`src/rtl/led_chaser_decoder.sv`:
```
// Registered one-hot LED decoder with a prescaled running-light position counter.
// Latency: sel->y one clk in DIRECT mode. Backpressure: none; the LED bank is always ready.
// Optional LED_CHASER_TRAIL_EN: two-LED trail (current plus previous position) in RUN_UP/RUN_DN.
module led_chaser_decoder #(
   parameter int SEL_W      = 3,
   parameter int DIV_W      = 26,
   parameter int DIV_MAX    = 49_999_999,
   parameter int ACTIVE_LOW = 0
) (
   input  logic                    clk,
   input  logic                    rst_n,
   input  logic                    enable,
   input  logic [1:0]              mode,
   input  logic [SEL_W-1:0]        sel,
   input  logic                    load,
   output logic [(2**SEL_W)-1:0]   y,
   output logic [SEL_W-1:0]        pos,
   output logic                    tick
);

   localparam int OUT_W = 2**SEL_W;

   localparam logic [1:0] MODE_DIRECT    = 2'b00;
   localparam logic [1:0] MODE_RUN_UP    = 2'b01;
   localparam logic [1:0] MODE_RUN_DN    = 2'b10;
   localparam logic [1:0] MODE_PING_PONG = 2'b11;

   localparam logic [0:0] DIR_UP = 1'b0;
   localparam logic [0:0] DIR_DN = 1'b1;

   localparam logic [SEL_W-1:0] POS_TOP = {SEL_W{1'b1}};
   localparam logic [SEL_W-1:0] POS_ONE = SEL_W'(1);
   localparam logic [DIV_W-1:0] CNT_TOP = DIV_W'(DIV_MAX);
   localparam logic [OUT_W-1:0] ONE_HOT = OUT_W'(1);
   localparam logic [OUT_W-1:0] Y_IDLE  = (ACTIVE_LOW != 0) ? {OUT_W{1'b1}} : {OUT_W{1'b0}};

   logic [DIV_W-1:0] cnt;
   logic [DIV_W-1:0] cnt_nxt;
   logic [0:0]       dir;
   logic [0:0]       dir_cur;
   logic [0:0]       dir_nxt;
   logic [1:0]       mode_q;
   logic [SEL_W-1:0] pos_nxt;
   logic [OUT_W-1:0] lit;
   logic             run;
   logic             at_top;
   logic             tick_nxt;
   logic             step;

`ifdef LED_CHASER_TRAIL_EN
   logic [SEL_W-1:0] prev_pos;
   logic [SEL_W-1:0] prev_nxt;
`endif

   always_comb begin
      run      = enable && (mode != MODE_DIRECT);
      at_top   = (cnt == CNT_TOP);
      tick_nxt = run && at_top;
      // a load on the terminal-count cycle still strobes tick but suppresses the step
      step     = tick_nxt && !load;
      cnt_nxt  = (!run || load || at_top) ? '0 : cnt + 1'b1;

      dir_cur = ((mode == MODE_PING_PONG) && (mode_q != MODE_PING_PONG)) ? DIR_UP : dir;
      pos_nxt = pos;
      dir_nxt = dir;

      if (!enable) begin
         pos_nxt = pos;
         dir_nxt = dir;
      end else if (load) begin
         pos_nxt = sel;
         dir_nxt = DIR_UP;
      end else if (mode == MODE_DIRECT) begin
         pos_nxt = sel;
         dir_nxt = dir_cur;
      end else begin
         dir_nxt = dir_cur;
         if (step) begin
            case (mode)
               MODE_RUN_UP: pos_nxt = pos + 1'b1;
               MODE_RUN_DN: pos_nxt = pos - 1'b1;
               default: begin
                  // end positions are bounced off, so each end LED is lit for one period only
                  if (dir_cur == DIR_UP) begin
                     if (pos == POS_TOP) begin
                        pos_nxt = POS_TOP - 1'b1;
                        dir_nxt = DIR_DN;
                     end else begin
                        pos_nxt = pos + 1'b1;
                     end
                  end else begin
                     if (pos == '0) begin
                        pos_nxt = POS_ONE;
                        dir_nxt = DIR_UP;
                     end else begin
                        pos_nxt = pos - 1'b1;
                     end
                  end
               end
            endcase
         end
      end

      lit = enable ? (ONE_HOT << pos_nxt) : '0;

`ifdef LED_CHASER_TRAIL_EN
      prev_nxt = prev_pos;
      if (enable) begin
         if (load || (mode == MODE_DIRECT)) begin
            prev_nxt = pos_nxt;
         end else if (step) begin
            prev_nxt = pos;
         end
         if ((mode == MODE_RUN_UP) || (mode == MODE_RUN_DN)) begin
            lit = lit | (ONE_HOT << prev_nxt);
         end
      end
`endif
   end

   always_ff @(posedge clk or negedge rst_n) begin
      if (!rst_n) begin
         cnt    <= '0;
         pos    <= '0;
         dir    <= DIR_UP;
         tick   <= 1'b0;
         mode_q <= MODE_DIRECT;
         y      <= Y_IDLE;
      end else begin
         cnt    <= cnt_nxt;
         pos    <= pos_nxt;
         dir    <= dir_nxt;
         tick   <= tick_nxt;
         mode_q <= enable ? mode : mode_q;
         y      <= lit ^ Y_IDLE;
      end
   end

`ifdef LED_CHASER_TRAIL_EN
   always_ff @(posedge clk or negedge rst_n) begin
      if (!rst_n) begin
         prev_pos <= '0;
      end else begin
         prev_pos <= prev_nxt;
      end
   end
`endif

endmodule

```
`config.mk`:
```
export PLATFORM = sky130hd
export DESIGN_NAME = led_chaser_decoder
export DESIGN_NICKNAME = d
export VERILOG_FILES = /design/src/rtl/led_chaser_decoder.sv
export SDC_FILE = /design/constraint.sdc
export NUM_CORES = 1
export LEC_CHECK = 0
export BUFFER_PORTS_ARGS = -buffer_cell sky130_fd_sc_hd__clkbuf_2
export CELL_PAD_IN_SITES_DETAIL_PLACEMENT = 0
export CELL_PAD_IN_SITES_GLOBAL_PLACEMENT = 1
export CORE_MARGIN = 2
export CORE_UTILIZATION = 45
export CTS_BUF_LIST = sky130_fd_sc_hd__clkbuf_2
export CTS_CLUSTER_SIZE = 25
export DETAILED_ROUTE_END_ITERATION = 16
export HOLD_SLACK_MARGIN = 0.06
export PLACE_DENSITY_LB_ADDON = 0.1
export SLEW_MARGIN = 20
export SYNTH_ARGS = -nofsm -noshare
export SYNTH_HDL_FRONTEND = slang
export SYNTH_SLANG_ARGS = --single-unit
```
`constraint.sdc`:
```
create_clock -name clk -period 3.8 [get_ports clk]
set_input_delay 0.19 -clock clk [delete_from_list [all_inputs] [get_ports clk]]
set_output_delay 0.19 -clock clk [all_outputs]
set_load 0.01 [all_outputs]
```
==> flow_summary.toml, run 1 <==
[clocking]
cts_resized = 0
htree_levels = 2
cts_tree = "built"
cts_buffer_depth = 2
cts_made_buffers = 5
clock_sinks = 41
cts_root_buf = "clkbuf_2"
clock_latency_ps = 400
path_clk_slew_ps = 230

[global_routing]
grt_overflow = 0
grt_usage = 0.190
grt_max_degree = 42
grt_pass1_vias = 1822
grt_antenna_before_repair = 0
grt_first_pass_wirelength_um = 8840

[layout]
nNetsFinal = 280
diodes = 0
drive_gt1_frac = 0.157
design_area_mm2 = 0.00259
fin_cells = 331
area_growth_syn_to_layout_pct = 11.0
fill_cells = 483

[drt]
vias = 1803
viasPerCell = 5.45
wl_per_cell_um = 15.2
ant_nets = 0
wl_um = 5030
firstDrtPassIters = 4
drc_errors = 0
first_iter_violations = 107

[critical_path]
critPathKind = "register to register"
rrSetupSlack_ps = 1430
cp-end-kind = "register"
cp_max_fo = 9
startpoint_type = "register"
worstPathArrival_ps = 2710
cp.required_ps = 4140

[floorplanning]
dieArea_mm2 = 0.00578
chipWidth_um = 76.1
die_height_um = 76.1
start_util = 0.463
core_region_area_mm2 = 0.00504
io_pins = 21
rows = 26

[sta]
max-slew-margin-rel = 0.379
tightest_slew_ps = 932
rsz0062_at_grt = "no"
hold_violations = 0
setup_tns_ps = 0
fin_crit_ps = 2370
skew_ps = 20.9
setup_viol = 0
period_share = 0.624
drv_slew = 0
max_freq_ghz = 0.422

[power]
power_frac_clock = 0.315
power_density_mw_per_mm2 = 325
irDropWorstVdd_mv = 0.183
switching_share = 0.278
p_leak_uw = 0.00112
seq_power_share = 0.545
internal_power_uw = 608
p_sw_uw = 234
p_comb_frac = 0.140
power.total_uw = 842

[logic_synthesis]
synth_fp_nets = 256
ys_seq_area_frac = 0.439
avgSynthCellArea_um2 = 9.90
synth_edf_count = 0
netlist_instances = 236
yosysWarningCount = 0
synthFlopType = "dfrtp_1"
synth.distinct_cells = 47
async_flop_share = 1.00
synth_area_mm2 = 0.00234
synth-seq-cells = 41

[worst_hold_path]
hp-class = "input pin to register"

[run]
maxCapViolations = 0

[place]
port-buffer-count = 20
dp_hpwl_um = 3590
dp_cells = 320
gp_congestion = 0.781
dpl_cell_area_mm2 = 0.00249

[outcome]
outcome = "finished, final reports clean"
synthesized netlist by cell type (all sizes together) (2+ instances only):
cell type | number | share of area
nor2 | 37 | 0.059
clkbuf | 2 | 0.0032
o211ai | 3 | 0.0096
nor3 | 4 | 0.013
or2 | 2 | 0.0054
xor2 | 17 | 0.064
mux2 | 2 | 0.0096
a31oi | 2 | 0.0054
nor3b | 2 | 0.0064
dfrtp | 41 | 0.44
a41o | 2 | 0.0086
and4 | 4 | 0.015
nand4 | 11 | 0.029
a21oi | 7 | 0.015
nand2 | 9 | 0.014
inv | 12 | 0.019
ha | 11 | 0.059
buf | 4 | 0.0096
and2 | 3 | 0.0080
nand3 | 11 | 0.029
o311a | 2 | 0.013
a2111oi | 2 | 0.010
a211oi | 5 | 0.016
nor4 | 6 | 0.016
and3 | 7 | 0.019
xnor2 | 6 | 0.022
o21ai | 5 | 0.011
nand2b | 3 | 0.0080
what timing repair did:
| item | in CTS | in global routing |
|---|---|---|
| setup endpoints to repair | 0 | 0 |
| hold buffers | 3 | 0 |
| buffers inserted | 0 | 0 |
| hold endpoints to repair | 43 | 0 |
power groups by stage:
stage	logic, uW	registers, uW	clock network (uW)
3_5_place_dp	117	467	0
3_3_place_gp	118	466	0
6_report	118	459	265
5_1_grt	133	462	299
2_1_floorplan	72.4	468	0
4_1_cts	120	459	278
metal layers:
layer | track usage | part of all wire
met2 | 0.338 | 0.52
met1 | 0.233 | 0.43
met5 | 0 | 0
met3 | 0.0379 | 0.038
met4 | 0.0600 | 0.012
cell type report:
| type | instances | area [um2] | share of cell area |
|---|---|---|---|
| clock buffer | 6 | 30.0 | 0.0116 |
| inverter | 12 | 45.0 | 0.0174 |
| clock inverter | 2 | 38.8 | 0.0150 |
| timing repair buffer | 23 | 130 | 0.0502 |
| tap | 70 | 87.6 | 0.0338 |
| sequential | 41 | 1030 | 0.396 |
| multi-input combinational | 177 | 1230 | 0.476 |
final timing paths:
kind	startpoint	endpoint	depth (start not counted)
min	sel[2]	y[7]	3
max reg2reg	pos[0]	y[7]	8
max in group asynchronous	rst_n	cnt[4]	2
min reg2reg	cnt[0]	cnt[0]	1
max	pos[0]	y[7]	8
min in group asynchronous	rst_n	y[4]	2
metrics by stage:
stage               setup WS (ps)  hold WS [ps]   util
detailed placement           1440           417  0.495
CTS                          1430          76.9  0.514
finish                       1430           112  0.514
global placement             1510           414  0.495
floorplan                    1660          -106      -
global route                 1130          72.2  0.514
cells by family (layout without fill, tap and decap cells):
family | after synthesis | after routing | synth area share
flops | 41 | 41 | 0.439
simple gates | 102 | 102 | 0.237
compound gates | 38 | 38 | 0.132
xor+xnor | 23 | 23 | 0.0862
fa+ha+maj | 11 | 11 | 0.0589
mux | 3 | 3 | 0.0139
buf+inv | 18 | 43 | 0.0321
registers in the layout (all words and copies together) (netlist names):
| name | flops |
|---|---|
| mode_q | 2 |
| pos | 3 |
| cnt | 26 |
| y | 8 |
| tick | 1 |
| dir | 1 |
critical path: stages (launching register included):
cell	delay [ps]
dfrtp_1	530
inv_1	100
ha_1	200
ha_1	200
nand2b_1	80
a2111oi_2	490
o211ai_1	130
a311o_1	390
a211oi_1	210
cell usage in the layout, fill, tap and decap left out, types with 2 or more instances in the layout:
cell type / instances
a211oi_1: 5
a21oi_1: 7
a31oi_1: 2
a41o_1: 2
and2_1: 3
and3_1: 7
and4_1: 4
clkbuf_2: 25
dfrtp_1: 41
dlygate4sd3_1: 3
ha_1: 11
inv_1: 12
mux2_2: 2
nand2_1: 9
nand2b_1: 3
nand3_1: 10
nand4_1: 11
nor2_1: 37
nor3_1: 2
nor3_2: 2
nor3b_1: 2
nor4_1: 6
o211ai_1: 3
o21ai_0: 5
or2_2: 2
xnor2_1: 6
xor2_1: 17
(Power assumes the default switching activity.)
==> run 2: changes to the inputs <==
- ABC_AREA: not set -> 1
- CORE_UTILIZATION: 45 -> 41
- clock period: 3.8 -> 2 ns (I/O delays scaled with it)
==> run 2 against run 1 <==
Register-to-register slack worse by 1300 ps. Non-clock buffer count increased by 21. Flip-flop and latch count stayed put. Critical path type unchanged. Highest routed layer unchanged.
==> flow_summary.toml, run 2 <==
[clocking]
cts_tree = "built"
cts_buffer_depth = 2
cts_made_buffers = 5
htree_levels = 2
clock_sinks = 41
clock_latency_ps = 440
cts_root_buf = "clkbuf_2"
path_clk_slew_ps = 250

[logic_synthesis]
synth_area_mm2 = 0.00246
ys_seq_area_frac = 0.417
synth_commonest_cells = "72 x nand2_1, 51 x nor2_1, 41 x dfrtp_1"
yosysTopAreaCell = "dfrtp_1"
yosysTopAreaCellShare = 0.417
avgSynthCellArea_um2 = 7.67
synth_most_common_cell = "nand2_1"
synth.distinct_cells = 32
synth_area_leaders = "dfrtp_1 42%, nand2_1 11%, nor2_1 7.8%"
async_flop_share = 1.00
synth_edf_count = 0
netlist_instances = 321
synth-seq-cells = 41
yosysWarningCount = 0
synthFlopType = "dfrtp_1"
synth_fp_nets = 341

[floorplanning]
io_pins = 21
dieArea_mm2 = 0.00664
chipWidth_um = 81.5
die_height_um = 81.5
start_util = 0.421
core_region_area_mm2 = 0.00585
rows = 28

[critical_path]
worstReg2RegStart = "cnt[0]"
crit_end = "y[2]"
cp_num_buf_inv = 1
slowest_stage = "dfrtp_1"
cp_num_cells = 12
critPathKind = "register to register"
startpoint_type = "register"
cp_max_fo = 4
crit_path_cell_trace = "ha_2 -> nand2_2 -> nor2_4 -> nand2_2 -> nor2_4 -> buf_6 -> nand3_4 -> nand2_2 -> nand3_4 -> a21oi_2 -> nand2_1 -> nor2_1"
cp.required_ps = 2360
cpPeakStageDelay_ps = 440
rrSetupSlack_ps = 90
worstPathArrival_ps = 2270
crit_family = "simple AND/OR/NAND/NOR gates"
r2r-end = "y[2]"
cp-end-kind = "register"
cpMostUsedCell = "nand2_2"
worstSetupStartpoint = "cnt[0]"
rr_worst_depth = 12

[layout]
area_growth_syn_to_layout_pct = 21.1
final_cell_mix = "62 x nand2_1, 47 x nor2_1, 38 x dfrtp_1"
drive_gt1_frac = 0.245
top_regs = "cnt (26), y (8), pos (3)"
regMostFlops = "cnt"
diodes = 0
largest_register_ffs = 26
layout.cells.most_common = "nand2_1"
fin_cells = 446
nNetsFinal = 390

[sta]
hold_violations = 0
skew_ps = 44.7
hold_ws_ps = 103
period_share = 0.953
rsz0062_at_grt = "yes"
max-slew-margin-rel = 0.608
max_freq_ghz = 0.525
tightest_slew_ps = 586
drv_slew = 0
setup_viol = 0
fin_crit_ps = 1910

[power]
p_sw_uw = 478
seq_power_share = 0.572
irDropWorstVdd_mv = 0.284
p_leak_uw = 0.00138
switching_share = 0.314
p_comb_frac = 0.179
power_density_mw_per_mm2 = 511
internal_power_uw = 1050
power_frac_clock = 0.249

[drt]
ant_nets = 0
vias = 2249
drc_errors = 0
wl_um = 6100
viasPerCell = 5.04
firstDrtPassIters = 4
first_iter_violations = 69
wl_per_cell_um = 13.7

[global_routing]
grt_usage = 0.202
grt_pass1_vias = 2152
grt_first_pass_wirelength_um = 10100
grt_max_degree = 25
grt_overflow = 0
grt_antenna_before_repair = 0

[place]
dp_cells = 426
dp_hpwl_um = 4680
port-buffer-count = 20
gp_congestion = 0.851

[worst_hold_path]
hp-class = "input pin to asynchronous set/reset pin"

[run]
maxCapViolations = 0

[outcome]
outcome = "finished, final reports clean"
==> run 2: cell count changes in the layout (fill, tap and decap cells not counted), sizes merged, moves of 6 or more <==
| cell | previous run | this run |
|---|---|---|
| and3 | 7 | 1 |
| buf | 1 | 17 |
| inv | 12 | 40 |
| nand2 | 9 | 78 |
| nand3 | 11 | 17 |
| nor2 | 37 | 59 |
| nor3 | 4 | 15 |
| o21ai | 5 | 12 |
| xor2 | 17 | 6 |
==> run 2: worst min path at each step <==
stage | start | to | slack, ps | cells past startpoint
floorplan | rst_n | cnt[0] | -200 | 0
global placement | rst_n | cnt[15] | 90 | 1
detailed placement | rst_n | cnt[14] | 100 | 1
CTS | sel[1] | pos[1] | 120 | 3
global route | rst_n | cnt[14] | 150 | 2
finish | rst_n | cnt[14] | 100 | 2
==> run 2: metrics by stage <==
stage               cell area [um2]   util  total power [uW]  TNS, ps  worst slack, ps
floorplan                      2460      -              1040        0              277
global placement               2750  0.470              1130        0              128
detailed placement             2750  0.470              1130        0             92.0
CTS                            2860  0.489              1510        0             64.2
global route                   2980  0.509              1620     -110            -23.7
finish                         2980  0.509              1520        0             94.7
==> run 2: power by group through the flow <==
stage	sequential, uW	clock, uW	combinational (uW)
2_1_floorplan	889	0	146
3_3_place_gp	884	0	244
3_5_place_dp	884	0	241
4_1_cts	870	387	254
5_1_grt	875	429	313
6_report	872	380	272
==> run 2: kinds of logic (layout without fill, tap and decap cells) <==
group	count (synthesis)	in the layout	synth area share
AO/OA/AOI/OAI	33	33	0.0813
buffers and inverters	42	92	0.0651
flip-flops	41	41	0.417
adder cells (fa/ha/maj)	11	11	0.0559
AND/OR/NAND/NOR	187	187	0.356
XOR/XNOR	7	7	0.0249
==> run 2: metal layers <==
layer,global-route usage,up-vias,wire length [um]
li1,-,1138,-
met1,0.252,1049,2740
met2,0.343,45,2970
met3,0.0396,17,206
met4,0.0814,0,176
met5,0,-,0
==> run 2: area by class of cell <==
cell class / instances / area [um2]
clock buffer: 6 / 30.0
multi-input combinational: 238 / 1340
sequential: 41 / 1030
fill: 595 / 2870
tap: 75 / 93.8
inverter: 40 / 150
clock inverter: 2 / 15.0
timing repair buffer: 44 / 318
==> run 2: what timing repair did <==
action | CTS | global route
endpoints found under the hold margin | 29 | 0
endpoints found under the setup margin | 0 | 14
hold buffers | 7 | 0
gates resized for setup | 0 | 31
buffers inserted | 0 | 5
